File: config.mk
export PLATFORM = sky130hd
export DESIGN_NAME = ps2_lcd_bridge
export DESIGN_NICKNAME = d
export VERILOG_FILES = /design/src/rtl/ps2_lcd_bridge.sv
export SDC_FILE = /design/constraint.sdc
export NUM_CORES = 1
export LEC_CHECK = 0
export ABC_AREA = 0
export ABC_CLOCK_PERIOD_IN_PS = 11690
export CAP_MARGIN = 20
export CORE_MARGIN = 1
export CORE_UTILIZATION = 30
export CTS_CLUSTER_DIAMETER = 80
export CTS_CLUSTER_SIZE = 8
export DETAILED_ROUTE_END_ITERATION = 16
export RECOVER_POWER = 25
export SYNTH_ARGS = -nofsm -noshare
export SYNTH_HDL_FRONTEND = slang
export SYNTH_SLANG_ARGS = --single-unit
File: constraint.sdc
create_clock -name clk -period 11.69 [get_ports clk]
set_input_delay 1.7535 -clock clk [delete_from_list [all_inputs] [get_ports clk]]
set_output_delay 1.7535 -clock clk [all_outputs]
set_load 0.005 [all_outputs]
File: src/rtl/ps2_lcd_bridge.sv
// PS/2 keyboard to HD44780-style character LCD bridge.
// Scan codes are edge-captured and filtered into a small FIFO. An FSM runs
// the LCD power-up/init sequence and then turns each queued key into LCD
// transactions, tracking a two-line cursor.
module ps2_lcd_bridge #(
    parameter int unsigned POWERUP_CYC = 1111111,
    parameter int unsigned EN_CYC      = 13,
    parameter int unsigned CMD_CYC     = 1112,
    parameter int unsigned CLR_CYC     = 45556,
    parameter int unsigned FIFO_DEPTH  = 8,
    parameter int unsigned COLS        = 16
) (
    input  logic       clk,
    input  logic       rst,
    input  logic       go,
    input  logic [7:0] ps2_code,
    input  logic       ps2_code_new,
    output logic [7:0] lcd_char,
    output logic       en,
    output logic       rs,
    output logic       ready,
    output logic       overflow
);

    localparam int unsigned AW    = $clog2(FIFO_DEPTH);
    localparam int unsigned COL_W = $clog2(COLS);

    localparam logic [AW:0]      FIFO_FULL = (AW + 1)'(FIFO_DEPTH);
    localparam logic [COL_W-1:0] COL_LAST  = COL_W'(COLS - 1);

    localparam logic [7:0] CMD_CLEAR = 8'h01;
    localparam logic [7:0] ASCII_BS  = 8'h08;
    localparam logic [7:0] ASCII_SP  = 8'h20;

    localparam logic [2:0] S_PWRUP   = 3'd0;
    localparam logic [2:0] S_INIT    = 3'd1;
    localparam logic [2:0] S_IDLE    = 3'd2;
    localparam logic [2:0] S_SETADDR = 3'd3;
    localparam logic [2:0] S_WRITE   = 3'd4;
    localparam logic [2:0] S_BKSP    = 3'd5;
    localparam logic [2:0] S_WAIT    = 3'd6;

    // Set-2 make code to uppercase ASCII; 0x08 marks backspace, 0x00 means
    // "not displayable" and the entry is simply discarded.
    function automatic logic [7:0] scan_to_ascii(input logic [7:0] code);
        logic [7:0] a;
        case (code)
            8'h1C: a = 8'h41;  8'h32: a = 8'h42;  8'h21: a = 8'h43;
            8'h23: a = 8'h44;  8'h24: a = 8'h45;  8'h2B: a = 8'h46;
            8'h34: a = 8'h47;  8'h33: a = 8'h48;  8'h43: a = 8'h49;
            8'h3B: a = 8'h4A;  8'h42: a = 8'h4B;  8'h4B: a = 8'h4C;
            8'h3A: a = 8'h4D;  8'h31: a = 8'h4E;  8'h44: a = 8'h4F;
            8'h4D: a = 8'h50;  8'h15: a = 8'h51;  8'h2D: a = 8'h52;
            8'h1B: a = 8'h53;  8'h2C: a = 8'h54;  8'h3C: a = 8'h55;
            8'h2A: a = 8'h56;  8'h1D: a = 8'h57;  8'h22: a = 8'h58;
            8'h35: a = 8'h59;  8'h1A: a = 8'h5A;
            8'h45: a = 8'h30;  8'h16: a = 8'h31;  8'h1E: a = 8'h32;
            8'h26: a = 8'h33;  8'h25: a = 8'h34;  8'h2E: a = 8'h35;
            8'h36: a = 8'h36;  8'h3D: a = 8'h37;  8'h3E: a = 8'h38;
            8'h46: a = 8'h39;
            8'h29: a = ASCII_SP;
            8'h66: a = ASCII_BS;
            default: a = 8'h00;
        endcase
        return a;
    endfunction

    // Set-DDRAM-address command for a cursor position.
    function automatic logic [7:0] ddram_addr(input logic ln, input logic [COL_W-1:0] c);
        return (ln ? 8'hC0 : 8'h80) | 8'(c);
    endfunction

    // Function set (8-bit, 2 lines), display on, clear, entry mode increment.
    function automatic logic [7:0] init_cmd(input logic [1:0] idx);
        logic [7:0] c;
        case (idx)
            2'd0:    c = 8'h38;
            2'd1:    c = 8'h0C;
            2'd2:    c = CMD_CLEAR;
            default: c = 8'h06;
        endcase
        return c;
    endfunction

    // FIFO and capture state
    logic [7:0]    mem [FIFO_DEPTH];
    logic [AW-1:0] wr_ptr;
    logic [AW-1:0] rd_ptr;
    logic [AW:0]   fill;
    logic          new_q;
    logic          skip;
    logic          capture;
    logic          push_req;
    logic          push;
    logic          pop;
    logic          full;
    logic          empty;
    logic [7:0]    head_ascii;

    // Sequencer state
    logic [2:0]       state;
    logic [2:0]       ret_state;
    logic [2:0]       after_cmd;
    logic [31:0]      cnt;
    logic [31:0]      wait_last;
    logic [2:0]       init_idx;
    logic [7:0]       cur_char;
    logic [7:0]       cmd_reg;
    logic [1:0]       bk_step;
    logic             line;
    logic [COL_W-1:0] col;
    logic             clr_wait;

    // Capture qualification, FIFO flags and head decode
    always_comb begin
        capture    = ps2_code_new && !new_q && ready;
        push_req   = capture && !skip && (ps2_code != 8'hF0) && (ps2_code != 8'hE0);
        full       = (fill == FIFO_FULL);
        empty      = (fill == '0);
        pop        = (state == S_IDLE) && !empty;
        push       = push_req && (!full || pop);
        head_ascii = scan_to_ascii(mem[rd_ptr]);
        wait_last  = EN_CYC + (clr_wait ? CLR_CYC : CMD_CYC);
    end

    // Strobe edge detect, prefix filtering, FIFO pointers and overflow flag
    always_ff @(posedge clk) begin
        if (rst) begin
            new_q    <= 1'b0;
            skip     <= 1'b0;
            overflow <= 1'b0;
            wr_ptr   <= '0;
            rd_ptr   <= '0;
            fill     <= '0;
        end else begin
            new_q <= ps2_code_new;
            if (capture) begin
                if (skip)
                    skip <= 1'b0;
                else if ((ps2_code == 8'hF0) || (ps2_code == 8'hE0))
                    skip <= 1'b1;
            end
            if (push_req && full && !pop)
                overflow <= 1'b1;
            if (push)
                wr_ptr <= wr_ptr + 1'b1;
            if (pop)
                rd_ptr <= rd_ptr + 1'b1;
            if (push && !pop)
                fill <= fill + 1'b1;
            else if (!push && pop)
                fill <= fill - 1'b1;
        end
    end

    // FIFO storage; contents need no reset since fill gates every read
    always_ff @(posedge clk) begin
        if (push)
            mem[wr_ptr] <= ps2_code;
    end

    // Main sequencer. Every issuing state loads the bus and hands off to
    // S_WAIT, which times en and the settle delay, then resumes at ret_state.
    // A clear after the last cell reuses S_SETADDR via cmd_reg/after_cmd.
    always_ff @(posedge clk) begin
        if (rst) begin
            state     <= S_PWRUP;
            ret_state <= S_PWRUP;
            after_cmd <= S_PWRUP;
            cnt       <= '0;
            init_idx  <= '0;
            cur_char  <= '0;
            cmd_reg   <= '0;
            bk_step   <= '0;
            line      <= 1'b0;
            col       <= '0;
            clr_wait  <= 1'b0;
            lcd_char  <= '0;
            en        <= 1'b0;
            rs        <= 1'b0;
            ready     <= 1'b0;
        end else begin
            case (state)
                S_PWRUP: begin
                    if (!go) begin
                        cnt <= '0;
                    end else if (cnt == POWERUP_CYC - 1) begin
                        cnt   <= '0;
                        state <= S_INIT;
                    end else begin
                        cnt <= cnt + 32'd1;
                    end
                end

                S_INIT: begin
                    if (init_idx == 3'd4) begin
                        ready <= 1'b1;
                        state <= S_IDLE;
                    end else begin
                        lcd_char  <= init_cmd(init_idx[1:0]);
                        rs        <= 1'b0;
                        en        <= 1'b0;
                        cnt       <= '0;
                        clr_wait  <= (init_cmd(init_idx[1:0]) == CMD_CLEAR);
                        ret_state <= S_INIT;
                        state     <= S_WAIT;
                        init_idx  <= init_idx + 3'd1;
                    end
                end

                S_IDLE: begin
                    if (!empty) begin
                        if (head_ascii == ASCII_BS) begin
                            if (line || (col != '0)) begin
                                if (col != '0) begin
                                    col <= col - 1'b1;
                                end else begin
                                    line <= 1'b0;
                                    col  <= COL_LAST;
                                end
                                bk_step <= 2'd0;
                                state   <= S_BKSP;
                            end
                        end else if (head_ascii != 8'h00) begin
                            cur_char <= head_ascii;
                            if (col == '0) begin
                                cmd_reg   <= ddram_addr(line, col);
                                after_cmd <= S_WRITE;
                                state     <= S_SETADDR;
                            end else begin
                                state <= S_WRITE;
                            end
                        end
                    end
                end

                S_SETADDR: begin
                    lcd_char  <= cmd_reg;
                    rs        <= 1'b0;
                    en        <= 1'b0;
                    cnt       <= '0;
                    clr_wait  <= (cmd_reg == CMD_CLEAR);
                    ret_state <= after_cmd;
                    state     <= S_WAIT;
                end

                S_WRITE: begin
                    lcd_char <= cur_char;
                    rs       <= 1'b1;
                    en       <= 1'b0;
                    cnt      <= '0;
                    clr_wait <= 1'b0;
                    state    <= S_WAIT;
                    if (col != COL_LAST) begin
                        col       <= col + 1'b1;
                        ret_state <= S_IDLE;
                    end else if (!line) begin
                        line      <= 1'b1;
                        col       <= '0;
                        ret_state <= S_IDLE;
                    end else begin
                        line      <= 1'b0;
                        col       <= '0;
                        cmd_reg   <= CMD_CLEAR;
                        after_cmd <= S_IDLE;
                        ret_state <= S_SETADDR;
                    end
                end

                S_BKSP: begin
                    en       <= 1'b0;
                    cnt      <= '0;
                    clr_wait <= 1'b0;
                    state    <= S_WAIT;
                    case (bk_step)
                        2'd0: begin
                            lcd_char  <= ddram_addr(line, col);
                            rs        <= 1'b0;
                            ret_state <= S_BKSP;
                            bk_step   <= 2'd1;
                        end
                        2'd1: begin
                            lcd_char  <= ASCII_SP;
                            rs        <= 1'b1;
                            ret_state <= S_BKSP;
                            bk_step   <= 2'd2;
                        end
                        default: begin
                            lcd_char  <= ddram_addr(line, col);
                            rs        <= 1'b0;
                            ret_state <= S_IDLE;
                            bk_step   <= 2'd0;
                        end
                    endcase
                end

                S_WAIT: begin
                    if (cnt == wait_last) begin
                        cnt   <= '0;
                        en    <= 1'b0;
                        state <= ret_state;
                    end else begin
                        cnt <= cnt + 32'd1;
                        en  <= (cnt < EN_CYC);
                    end
                end

                default: state <= S_PWRUP;
            endcase
        end
    end

endmodule

---- Word-level counts from Yosys, hierarchy flattened ----
Memories as Yosys holds them, arrays and structs flattened. A register that Yosys moved wholly into a read port is not among the register bits.
Cells that the tools add are included.
W data, S select, Z words.
cells by class
  add/sub/neg operators ................... 9
  $mul .................................... 0
  divide/modulo/power cells ............... 0
  magnitude comparators ................... 1
  eq/ne operators ......................... 36
  shift operators ......................... 0
  multiplexer cells ....................... 76
  bitwise logic cells ..................... 4
  reduce and logical (&&, ||, !) cells .... 49
operators by type and width
  kind                     number
  $mux W32                 4
  $pmux W32 S4             1
  $mux W8                  11
  $mux W3                  19
  $add A32 B1 Y32 const B  1
  $eq A32 B17 Y1           1
  $eq A32 B21 Y1 const B   1
  $lt A32 B4 Y1 const B    1
  $pmux W8 S4              1
  $mux W4                  7
  $ne A2 B2 Y1 const B     9
  $pmux W6 S3              1
  $add A4 B16 Y17 const A  1
  $eq A8 B1 Y1 const B     2
  $eq A8 B8 Y1 const B     2
  $mux W1                  16
  $mux W16                 1
  $ne A8 B8 Y1 const B     2
  $pmux W8 S2              1
  $pmux W3 S5              1
  $eq A3 B3 Y1 const B     4
  $pmux W3 S4              1
  $reduce_and A2 Y1        6
  $reduce_and A4 Y1        3
  37 further kinds         78
word-level totals
  register bits after elaboration ......... 92
  bits in latches ......................... 0
  memory bits (writable) .................. 64
  bits in read-only memories .............. 896
  input port bits ......................... 12
  output and inout port bits .............. 12
  word-level logic and storage cells ...... 198
  memories kept ........................... 2
memory list
  name              depth  width  rd ports  clocked after memory_dff  wr ports  line  RTL
  (name not given)  128    7      1         0                         0         47    case (code)
  mem               8      8      1         1                         1         86    logic [7:0] mem [FIFO_DEPTH];

---- Longest topological paths before layout ----
Gate-level depths: netlist (run 1).
  depth after elaboration ................. 11
  depth in mapped cells ................... 16

---- Worst setup path before layout (run 1) ----
OpenSTA, ideal clock, no wires.
  path type ............................... input -> register
  start point ............................. in ps2_code[2]
  end point ............................... reg fill[3]
  setup time .............................. 0.071 ns
  arrival ................................. 3.775 ns
  data required time ...................... 11.619 ns
  path slack .............................. 7.844 ns
  stages .................................. 13
  buffers on the path ..................... 0
  cell sequence ........................... nand4b_1 nor4_1 nor3_1 nand2_1 inv_1 ha_1 inv_1 ha_1 a21o_1 a21oi_1 xnor2_1 or3_1 a21oi_1
between the ends
  longest elaborated chain between the ends .. 7
  elaborated cells between the ends (all ways) .. 10
  those cells by class .................... eq/ne (2); mux (1); reduce/logical (7)
RTL lines
  element                              line  RTL
  from (decl)                          16    input logic [7:0] ps2_code,
  $ne A8 B8 Y1                         117   push_req = capture && !skip && (ps2_code != 8'hF0) && (ps2_code != 8'hE0);
  $logic_and A1 B1 Y1                  117
  $logic_and A1 B1 Y1 (*)              117
  $logic_and A1 B1 Y1 (*)              121   push = push_req && (!full || pop);
  via push                             94    logic push;
  $logic_not A1 Y1                     151   else if (!push && pop)
  $logic_and A1 B1 Y1                  151
  $reduce_bool A2 Y1 (no source line)  -
  to (signal assigned)                 150   fill <= fill + 1'b1;
  to (signal assigned)                 152   fill <= fill - 1'b1;
  to (decl)                            89    logic [AW:0] fill;
Mark *: on every way through the listed nets, which the timed path passes. The rest lies on a longest branch.
A chain may end at the register's enable or synchronous reset.

==> results of run 1 <==
==> cells in the final DEF, fill, tap and decap left out, types with 5 or more instances in the layout <==
master / synthesis / routed
sky130_fd_sc_hd__a21oi_1: 55 / 55
sky130_fd_sc_hd__ha_1: 22 / 22
sky130_fd_sc_hd__buf_4: 3 / 9
sky130_fd_sc_hd__dlygate4sd3_1: 0 / 8
sky130_fd_sc_hd__inv_1: 22 / 22
sky130_fd_sc_hd__o2111ai_1: 5 / 5
sky130_fd_sc_hd__a31oi_1: 9 / 9
sky130_fd_sc_hd__clkbuf_16: 0 / 17
sky130_fd_sc_hd__and2_1: 9 / 9
sky130_fd_sc_hd__mux4_2: 14 / 14
sky130_fd_sc_hd__nand4b_1: 7 / 7
sky130_fd_sc_hd__nand3b_1: 8 / 8
sky130_fd_sc_hd__o21ai_0: 28 / 28
sky130_fd_sc_hd__nand4_1: 6 / 6
sky130_fd_sc_hd__edfxtp_1: 64 / 64
sky130_fd_sc_hd__clkdlybuf4s50_1: 0 / 14
sky130_fd_sc_hd__nand2_1: 64 / 64
sky130_fd_sc_hd__xnor2_1: 18 / 18
sky130_fd_sc_hd__nor2_1: 130 / 130
sky130_fd_sc_hd__nor3_1: 32 / 32
sky130_fd_sc_hd__a211oi_1: 9 / 9
sky130_fd_sc_hd__nand2b_1: 10 / 10
sky130_fd_sc_hd__xor2_1: 19 / 19
sky130_fd_sc_hd__nand3_1: 33 / 33
sky130_fd_sc_hd__nor4_1: 13 / 13
sky130_fd_sc_hd__and3_1: 10 / 10
sky130_fd_sc_hd__a221oi_1: 5 / 5
sky130_fd_sc_hd__or3_1: 6 / 6
sky130_fd_sc_hd__or4_1: 5 / 5
sky130_fd_sc_hd__mux2i_1: 26 / 26
sky130_fd_sc_hd__nor2b_1: 7 / 7
sky130_fd_sc_hd__inv_8: 0 / 8
sky130_fd_sc_hd__mux2_2: 13 / 13
sky130_fd_sc_hd__dfxtp_1: 90 / 90
==> Yosys cell counts, types with 7 or more instances <==
library cell | instances | area share (%)
sky130_fd_sc_hd__a31oi_1 | 9 | 0.70
sky130_fd_sc_hd__nand4b_1 | 7 | 0.76
sky130_fd_sc_hd__o21ai_0 | 28 | 1.7
sky130_fd_sc_hd__nor4_1 | 13 | 1.0
sky130_fd_sc_hd__ha_1 | 22 | 3.4
sky130_fd_sc_hd__xnor2_1 | 18 | 2.0
sky130_fd_sc_hd__dfxtp_1 | 90 | 22
sky130_fd_sc_hd__edfxtp_1 | 64 | 24
sky130_fd_sc_hd__inv_1 | 22 | 1.0
sky130_fd_sc_hd__nor3_1 | 32 | 2.0
sky130_fd_sc_hd__nand3b_1 | 8 | 0.75
sky130_fd_sc_hd__nor2b_1 | 7 | 0.54
sky130_fd_sc_hd__xor2_1 | 19 | 2.1
sky130_fd_sc_hd__nand3_1 | 33 | 2.1
sky130_fd_sc_hd__and2_1 | 9 | 0.70
sky130_fd_sc_hd__and3_1 | 10 | 0.78
sky130_fd_sc_hd__nand2b_1 | 10 | 0.78
sky130_fd_sc_hd__mux2_2 | 13 | 1.8
sky130_fd_sc_hd__mux2i_1 | 26 | 3.2
sky130_fd_sc_hd__clkbuf_1 | 24 | 1.1
sky130_fd_sc_hd__nor2_1 | 130 | 6.1
sky130_fd_sc_hd__a21oi_1 | 55 | 3.4
sky130_fd_sc_hd__mux4_2 | 14 | 3.9
sky130_fd_sc_hd__nand2_1 | 64 | 3.0
sky130_fd_sc_hd__a211oi_1 | 9 | 0.84
==> cell families (layout without fill, tap and decap cells) <==
family,count (synthesis),after routing
simple gates,346,346
buf+inv,62,86
xor+xnor,37,37
mux,55,55
compound gates,150,150
fa+ha+maj,23,23
flops,154,154
==> power groups by stage <==
stage / Clock, mW / Sequential (mW) / Combinational (mW)
floorplan: 0 / 0.572 / 0.00688
global placement: 0 / 0.572 / 0.0155
detailed placement: 0 / 0.572 / 0.0153
CTS: 0.560 / 0.559 / 0.0155
global route: 0.581 / 0.559 / 0.0164
finish: 0.548 / 0.559 / 0.0147
==> worst max-delay path, delay by kind of cell (launching register included) <==
kind                     cells  cell delay, ns
multiplexers                 2            1.38
AND/OR/NAND/NOR              4            1.06
AO/OA/AOI/OAI                4            1.02
buffers and inverters        2            0.66
adder cells (fa/ha/maj)      1            0.40
flip-flops                   1            0.31
==> per-stage QoR <==
stage / setup slack (ns) / hold slack, ns / power [mW]
after floorplan: 7.84 / 0.450 / 0.579
after global placement: 6.85 / 0.449 / 0.587
after detailed placement: 6.81 / 0.451 / 0.587
after CTS: 6.86 / 0.461 / 1.14
after global routing: 6.37 / 0.503 / 1.16
final: 6.76 / 0.460 / 1.12
==> final cells by class <==
class	instances	share of cell area, %
multi-input cells	611	44.0
flip-flops and latches	154	40.8
clock buffers	17	4.66
well taps	335	4.60
repair buffers	32	3.21
clock inverters	15	1.78
inverters	22	0.905
==> routing by layer <==
metal | up-vias | routed length, microns | global-route usage, %
met5 | - | 0 | 0
met4 | 0 | 350 | 5.77
met3 | 26 | 801 | 2.74
met2 | 142 | 8470 | 21.9
met1 | 2904 | 8700 | 18.7
li1 | 3052 | - | -
==> final timing paths <==
path          startpoint           to  slack [ns]
max                 flop   cmd_reg[2]        6.76
min          lcd_char[6]  lcd_char[6]        0.46
max reg2reg         flop   cmd_reg[2]        6.76
min reg2reg  lcd_char[6]  lcd_char[6]        0.46
==> metrics.txt, run 1 <==
# TYPE chip_impl_metric gauge
chip_impl_metric{name="yosys.cell_types.count",unit=""} 65
chip_impl_metric{name="core_area",unit="sq um"} 26200
chip_impl_metric{name="first_global_vias",unit=""} 5986
chip_impl_metric{name="pwr-share-comb",unit="%"} 1.3
chip_impl_metric{name="yosys_warnings",unit=""} 0
chip_impl_metric{name="row_count",unit=""} 59
chip_impl_metric{name="maxSlewHeadroom",unit="%"} 29.0
chip_impl_metric{name="grt_start_max_net_pins",unit=""} 66
chip_impl_info{name="crit_chain",value="buf_4 -> mux4_2 -> mux2i_1 -> inv_1 -> ha_1 -> and2_1 -> a31oi_1 -> o311ai_0 -> and4_1 -> nor4b_4 -> a21oi_1 -> o21a_1 -> nor3b_1"} 1
chip_impl_metric{name="post_cts.repair.setup_buffers",unit=""} 0
chip_impl_metric{name="ant_nets",unit=""} 0
chip_impl_metric{name="netSwitchingFraction",unit="%"} 24.2
chip_impl_info{name="combinational_family_with_the_most_area_after_synthesis",value="simple AND/OR/NAND/NOR gates"} 1
chip_impl_metric{name="timing.max_cap.violations",unit=""} 0
chip_impl_metric{name="numClockSinks",unit=""} 154
chip_impl_info{name="path_class",value="reg2reg"} 1
chip_impl_metric{name="p_switching",unit="uW"} 271
chip_impl_metric{name="worstPathRequired",unit="ns"} 12.03
chip_impl_info{name="tritoncts",value="done"} 1
chip_impl_metric{name="setup_tns",unit="ns"} 0
chip_impl_metric{name="grt.total_usage",unit="%"} 13.9
chip_impl_metric{name="synthSimpleGateAreaFrac",unit="%"} 20.6
chip_impl_metric{name="wire_per_inst",unit="microns"} 15.4
chip_impl_metric{name="synth-edff-count",unit=""} 64
chip_impl_metric{name="antenna_found_initial",unit=""} 0
chip_impl_metric{name="final_gp_congestion",unit=""} 0.871
chip_impl_metric{name="ctsHtreeMaxLevel",unit=""} 4
chip_impl_info{name="rsz0062_at_grt",value="false"} 1
chip_impl_info{name="crit_slowest_cell",value="sky130_fd_sc_hd__mux2i_1"} 1
chip_impl_metric{name="flow.area_growth_from_synthesis",unit="%"} 13.4
chip_impl_metric{name="synth_area_per_cell",unit="sq um"} 9.73
chip_impl_metric{name="synth-seq-area-share",unit="%"} 46.3
chip_impl_metric{name="vias",unit=""} 6124
chip_impl_metric{name="start_util",unit="%"} 30.7
chip_impl_metric{name="ys_async_sr_fraction",unit="%"} 0
chip_impl_metric{name="globalRouteOverflowTotal",unit=""} 0
chip_impl_metric{name="n_fill_cell",unit=""} 2590
chip_impl_metric{name="min_cycle_time_layout",unit="ns"} 4.93
chip_impl_info{name="outcome",value="finished with violations"} 1
chip_impl_metric{name="leakagePower",unit="nW"} 2.99
chip_impl_info{name="hp-class",value="reg2reg"} 1
chip_impl_metric{name="final.setup_skew",unit="ns"} 0.0162
chip_impl_metric{name="p_per_area",unit="nW/um^2"} 123
chip_impl_metric{name="drc",unit=""} 2
chip_impl_metric{name="number_of_resized_instances_in_the_post_cts_repair_step",unit=""} 0
chip_impl_metric{name="sequential_cell_area",unit="sq um"} 3720
chip_impl_metric{name="hold_buffers",unit=""} 0
chip_impl_metric{name="syn_nets",unit=""} 862
chip_impl_metric{name="drt_first_pass_iters",unit=""} 11
chip_impl_metric{name="worst_path_largest_cell_delay",unit="ns"} 0.82
chip_impl_metric{name="clock_path_buffers",unit=""} 2
chip_impl_metric{name="first_pass_grt_wire_length",unit="microns"} 30600
chip_impl_metric{name="drtIter0Drc",unit=""} 658
chip_impl_metric{name="clock.fmax",unit="GHz"} 0.203
chip_impl_metric{name="synth-compound-area-share",unit="%"} 12.1
chip_impl_metric{name="timing_max_transition_violations_final",unit=""} 0
chip_impl_metric{name="synth-xor-area-share",unit="%"} 4.03
chip_impl_metric{name="die-area",unit="sq um"} 27500
chip_impl_metric{name="critPathMaxFanout",unit=""} 27
chip_impl_metric{name="avgViaCountPerCell",unit=""} 5.16
chip_impl_metric{name="clkLatencyLatePin",unit="ns"} 0.44
chip_impl_metric{name="finish.utilization",unit="%"} 34.8
chip_impl_metric{name="postLayoutCellArea",unit="sq um"} 9120
chip_impl_metric{name="place_area",unit="sq um"} 8530
chip_impl_metric{name="finalSetupViolCount",unit=""} 0
chip_impl_metric{name="p_int",unit="uW"} 851
chip_impl_info{name="largest-register",value="mem"} 1
chip_impl_info{name="registers_with_the_most_flip_flops",value="mem x64, cnt x32, lcd_char x8"} 1
chip_impl_info{name="cp-end-kind",value="flop"} 1
chip_impl_info{name="synthFlopType",value="sky130_fd_sc_hd__dfxtp_1"} 1
chip_impl_metric{name="post_route_cells_drive_above_1_share",unit="%"} 9.28
chip_impl_metric{name="synth_mux_area_share",unit="%"} 9.43
chip_impl_metric{name="routed_wl",unit="microns"} 18300
chip_impl_metric{name="nets",unit=""} 873
chip_impl_metric{name="portBuffers",unit=""} 23
chip_impl_metric{name="post-route-period-util",unit="%"} 42.2
chip_impl_metric{name="cts-buffers-inserted",unit=""} 17
chip_impl_metric{name="flip_flop_count_of_the_largest_register_after_layout",unit=""} 64
chip_impl_info{name="critical_path.startpoint_type",value="flop"} 1
chip_impl_metric{name="worst_slew_pin_slew",unit="ns"} 1.04
chip_impl_metric{name="dieHeight",unit="microns"} 166
chip_impl_metric{name="ir_drop",unit="V"} 0.0000890
chip_impl_metric{name="whs_path_depth",unit=""} 2
chip_impl_metric{name="worst_r2r_path_depth",unit=""} 13
chip_impl_metric{name="i_o_pin_cnt",unit=""} 24
chip_impl_metric{name="die_w",unit="microns"} 166
chip_impl_metric{name="arrival",unit="ns"} 5.28
chip_impl_metric{name="synth_adder_area_share",unit="%"} 3.67
chip_impl_metric{name="placedCellCount",unit=""} 1154
chip_impl_info{name="failed_checks",value="design-rule violations"} 1
chip_impl_metric{name="synth_seq_cells",unit=""} 154
chip_impl_metric{name="multi_input_area",unit="sq um"} 4010
chip_impl_metric{name="synthCells",unit=""} 827
chip_impl_metric{name="final_cell_count_no_fill",unit=""} 1186
chip_impl_metric{name="total_inserted_antenna_cells",unit=""} 0
chip_impl_metric{name="hold_viol",unit=""} 0
chip_impl_metric{name="syn_area",unit="sq um"} 8040
chip_impl_metric{name="post-dp-hpwl",unit="microns"} 12500
chip_impl_metric{name="worst_setup_hold_path_clk_slew",unit="ns"} 0.07
chip_impl_metric{name="pwr-share-seq",unit="%"} 49.9
chip_impl_metric{name="clock_power_share",unit="%"} 48.8
chip_impl_info{name="cts_root_buf",value="sky130_fd_sc_hd__clkbuf_16"} 1
Power figures use the tool's default switching activity.
==> run 2, diff against run 1 <==
--- a/config.mk
+++ b/config.mk
@@ -6,7 +6,7 @@
 export NUM_CORES = 1
 export LEC_CHECK = 0
 export ABC_AREA = 0
-export ABC_CLOCK_PERIOD_IN_PS = 11690
+export ABC_CLOCK_PERIOD_IN_PS = 4750
 export CAP_MARGIN = 20
 export CORE_MARGIN = 1
 export CORE_UTILIZATION = 30
==> constraint.sdc (replaced) <==
create_clock -name clk -period 4.75 [get_ports clk]
set_input_delay 0.7125 -clock clk [delete_from_list [all_inputs] [get_ports clk]]
set_output_delay 0.7125 -clock clk [all_outputs]
set_load 0.005 [all_outputs]
==> run 2 against run 1 <==
The run still ends with design-rule violations left. Via count grew 2.3%. Clock-buffer cell count is the same. Total power rose to 2.5 times the previous value. Critical path type unchanged. Largest power group is now clock. Sequential power up 150%. Fmax rose by 12%. Non-clock buffer count grew 11. First-iteration DRC count fell by 21%. Core utilization is 0.35 points higher. Worst hold slack improved by 0.0097 ns.
==> metrics.txt, run 2 (synthesis gave the netlist of run 1 again) <==
# TYPE chip_impl_metric gauge
chip_impl_metric{name="pwr-share-comb",unit="%"} 1.3
chip_impl_metric{name="drc",unit=""} 1
chip_impl_metric{name="finalHoldWorstSlack",unit="ns"} 0.470
chip_impl_info{name="failed_checks",value="design-rule violations"} 1
chip_impl_metric{name="row_count",unit=""} 59
chip_impl_metric{name="finish.utilization",unit="%"} 35.2
chip_impl_info{name="crit_chain",value="mux4_2 -> mux2i_4 -> inv_1 -> ha_1 -> nand2_1 -> a21oi_1 -> o311ai_2 -> o221ai_2 -> nor4b_4 -> a31oi_1 -> or4_1 -> o31ai_1"} 1
chip_impl_metric{name="post_route_cells_drive_above_1_share",unit="%"} 10.2
chip_impl_metric{name="worst_slew_pin_slew",unit="ns"} 0.903
chip_impl_metric{name="postLayoutCellArea",unit="sq um"} 9210
chip_impl_metric{name="hold_viol",unit=""} 0
chip_impl_metric{name="worst_path_largest_cell_delay",unit="ns"} 0.76
chip_impl_metric{name="placedCellCount",unit=""} 1165
chip_impl_metric{name="nets",unit=""} 884
chip_impl_metric{name="final_gp_congestion",unit=""} 0.871
chip_impl_info{name="cp-end-kind",value="flop"} 1
chip_impl_metric{name="p_per_area",unit="nW/um^2"} 307
chip_impl_metric{name="timing.max_cap.violations",unit=""} 0
chip_impl_metric{name="min_cycle_time_layout",unit="ns"} 4.40
chip_impl_metric{name="final.setup_skew",unit="ns"} 0.0125
chip_impl_metric{name="leakagePower",unit="nW"} 3.05
chip_impl_info{name="outcome",value="finished with violations"} 1
chip_impl_metric{name="first_global_vias",unit=""} 5944
chip_impl_metric{name="grt.total_usage",unit="%"} 14.3
chip_impl_metric{name="cts-buffers-inserted",unit=""} 17
chip_impl_metric{name="final_cell_count_no_fill",unit=""} 1197
chip_impl_metric{name="ctsHtreeMaxLevel",unit=""} 4
chip_impl_metric{name="globalRouteOverflowTotal",unit=""} 0
chip_impl_metric{name="numClockSinks",unit=""} 154
chip_impl_metric{name="ant_nets",unit=""} 0
chip_impl_metric{name="clock_path_buffers",unit=""} 2
chip_impl_metric{name="hold_buffers",unit=""} 0
chip_impl_metric{name="portBuffers",unit=""} 23
chip_impl_metric{name="avgViaCountPerCell",unit=""} 5.23
chip_impl_metric{name="r2r_slack",unit="ns"} 0.35
chip_impl_metric{name="grt_start_max_net_pins",unit=""} 30
chip_impl_metric{name="clock.fmax",unit="GHz"} 0.227
chip_impl_metric{name="wire_per_inst",unit="microns"} 16.0
chip_impl_metric{name="finalSetupViolCount",unit=""} 0
chip_impl_metric{name="start_util",unit="%"} 30.7
chip_impl_info{name="worst_r2r_dst",value="col[1]"} 1
chip_impl_metric{name="clkLatencyLatePin",unit="ns"} 0.43
chip_impl_info{name="registers_with_the_most_flip_flops",value="mem x64, cnt x32, lcd_char x8"} 1
chip_impl_info{name="hp-class",value="reg2reg"} 1
chip_impl_metric{name="arrival",unit="ns"} 4.74
chip_impl_metric{name="p_int",unit="mW"} 2.18
chip_impl_metric{name="maxSlewHeadroom",unit="%"} 39.6
chip_impl_metric{name="dieHeight",unit="microns"} 166
chip_impl_metric{name="drtIter0Drc",unit=""} 521
chip_impl_metric{name="core_area",unit="sq um"} 26200
chip_impl_metric{name="i_o_pin_cnt",unit=""} 24
chip_impl_metric{name="setup_tns",unit="ns"} 0
chip_impl_metric{name="ir_drop",unit="V"} 0.000224
chip_impl_metric{name="first_pass_grt_wire_length",unit="microns"} 31600
chip_impl_metric{name="flow.area_growth_from_synthesis",unit="%"} 14.5
chip_impl_metric{name="worstPathRequired",unit="ns"} 5.09
chip_impl_metric{name="path_depth",unit=""} 12
chip_impl_info{name="hold_path.startpoint",value="lcd_char[6]"} 1
chip_impl_info{name="cts_root_buf",value="sky130_fd_sc_hd__clkbuf_16"} 1
chip_impl_metric{name="post-dp-hpwl",unit="microns"} 13200
chip_impl_metric{name="critPathMaxFanout",unit=""} 12
chip_impl_info{name="most_frequent_standard_cell_in_the_layout_excluding_fill_and_tap_cells",value="sky130_fd_sc_hd__nor2_1"} 1
chip_impl_info{name="hold-path-endpoint",value="lcd_char[6]"} 1
chip_impl_metric{name="drt_first_pass_iters",unit=""} 11
chip_impl_metric{name="worst_r2r_path_depth",unit=""} 12
chip_impl_metric{name="vias",unit=""} 6266
chip_impl_metric{name="total_inserted_antenna_cells",unit=""} 0
chip_impl_metric{name="flip_flop_count_of_the_largest_register_after_layout",unit=""} 64
chip_impl_metric{name="netSwitchingFraction",unit="%"} 22.8
chip_impl_metric{name="whs_path_depth",unit=""} 2
chip_impl_metric{name="timing_max_transition_violations_final",unit=""} 0
chip_impl_info{name="crit_slowest_cell",value="sky130_fd_sc_hd__dfxtp_1"} 1
chip_impl_metric{name="number_of_resized_instances_in_the_post_cts_repair_step",unit=""} 0
chip_impl_info{name="mostFrequentLayoutCells",value="130 x sky130_fd_sc_hd__nor2_1, 90 x sky130_fd_sc_hd__dfxtp_1, 64 x sky130_fd_sc_hd__nand2_1, 64 x sky130_fd_sc_hd__edfxtp_1, 55 x sky130_fd_sc_hd__a21oi_1"} 1
chip_impl_metric{name="post-route-period-util",unit="%"} 92.7
chip_impl_metric{name="worst_setup_hold_path_clk_slew",unit="ns"} 0.07
chip_impl_metric{name="critPathBufInv",unit=""} 1
chip_impl_info{name="rsz0062_at_grt",value="false"} 1
chip_impl_metric{name="antenna_found_initial",unit=""} 0
chip_impl_info{name="cp_top_family",value="simple AND/OR/NAND/NOR gates"} 1
chip_impl_metric{name="routed_wl",unit="microns"} 19100
chip_impl_metric{name="place_area",unit="sq um"} 8610
chip_impl_info{name="path_class",value="reg2reg"} 1
chip_impl_info{name="largest-register",value="mem"} 1
chip_impl_info{name="tritoncts",value="done"} 1
chip_impl_info{name="critical_path.startpoint_type",value="flop"} 1
chip_impl_metric{name="post_cts.repair.setup_buffers",unit=""} 0
chip_impl_metric{name="die-area",unit="sq um"} 27500
chip_impl_metric{name="p_switching",unit="uW"} 647
chip_impl_metric{name="die_w",unit="microns"} 166
chip_impl_metric{name="pwr-share-seq",unit="%"} 48.6
chip_impl_metric{name="clock_power_share",unit="%"} 50.0
==> run 2: cell count changes in the layout (fill, tap and decap cells not counted) <==
| cell | change |
|---|---|
| sky130_fd_sc_hd__clkbuf_1 | +1 |
| sky130_fd_sc_hd__bufinv_16 | +2 |
| sky130_fd_sc_hd__clkinv_1 | +1 |
| sky130_fd_sc_hd__inv_6 | +6 |
| sky130_fd_sc_hd__inv_8 | -5 |
| sky130_fd_sc_hd__clkinv_8 | -2 |
| sky130_fd_sc_hd__clkinv_4 | +1 |
| sky130_fd_sc_hd__clkinvlp_4 | -3 |
| sky130_fd_sc_hd__buf_4 | +10 |
==> run 2: layer usage <==
layer  share of wire, %  wire [microns]  vias up  global-route usage (%)
met5                  0               0        -                       0
met2                 44            8450      155                    21.8
met1                 49            9390     3008                    19.9
met3                4.8             913       26                    3.07
met4                1.9             365        0                    5.28
li1                   -               -     3077                       -
==> run 2: worst max-delay path by stage <==
| stage | from | endpoint |
|---|---|---|
| 2_1_floorplan | flop | col[1] |
| 3_3_place_gp | flop | col[1] |
| 3_5_place_dp | flop | col[1] |
| 4_1_cts | flop | col[1] |
| 5_1_grt | flop | col[1] |
| 6_report | flop | col[1] |
==> run 2: worst reg2reg max path: cells and delay by family (launching register included) <==
kind / cells / cell delay (ns)
adder cells (fa/ha/maj): 1 / 0.35
AND/OR/NAND/NOR: 3 / 1.17
multiplexers: 2 / 0.93
flip-flops: 1 / 0.76
buffers and inverters: 1 / 0.23
AO/OA/AOI/OAI: 5 / 0.87
==> run 2: area by class of cell <==
type	count	area (sq um)
clock buffer	17	425
sequential	154	3720
timing repair buffer	43	372
clock inverter	15	176
fill	2603	17000
multi-input combinational	611	4010
tap	335	419
inverter	22	82.6
==> run 2: power by group through the flow <==
stage / logic [mW] / clock network (mW) / registers (mW)
6_report: 0.0377 / 1.42 / 1.38
5_1_grt: 0.0429 / 1.50 / 1.38
4_1_cts: 0.0405 / 1.45 / 1.38
3_5_place_dp: 0.0404 / 0 / 1.41
3_3_place_gp: 0.0400 / 0 / 1.41
2_1_floorplan: 0.0169 / 0 / 1.41
==> run 2: stage by stage <==
step | worst slack [ns] | power (mW)
3_5_place_dp | 0.409 | 1.45
5_1_grt | 0.00164 | 2.92
2_1_floorplan | 0.940 | 1.42
6_report | 0.346 | 2.83
3_3_place_gp | 0.438 | 1.45
4_1_cts | 0.380 | 2.87
==> run 3, diff against run 2 <==
--- a/config.mk
+++ b/config.mk
@@ -7,7 +7,7 @@
 export LEC_CHECK = 0
 export ABC_AREA = 0
 export ABC_CLOCK_PERIOD_IN_PS = 4750
-export CAP_MARGIN = 20
+export CAP_MARGIN = 10
 export CORE_MARGIN = 1
 export CORE_UTILIZATION = 30
 export CTS_CLUSTER_DIAMETER = 80
==> results of run 3 <==
Final layout, timing and power as in run 2 (identical DEF).
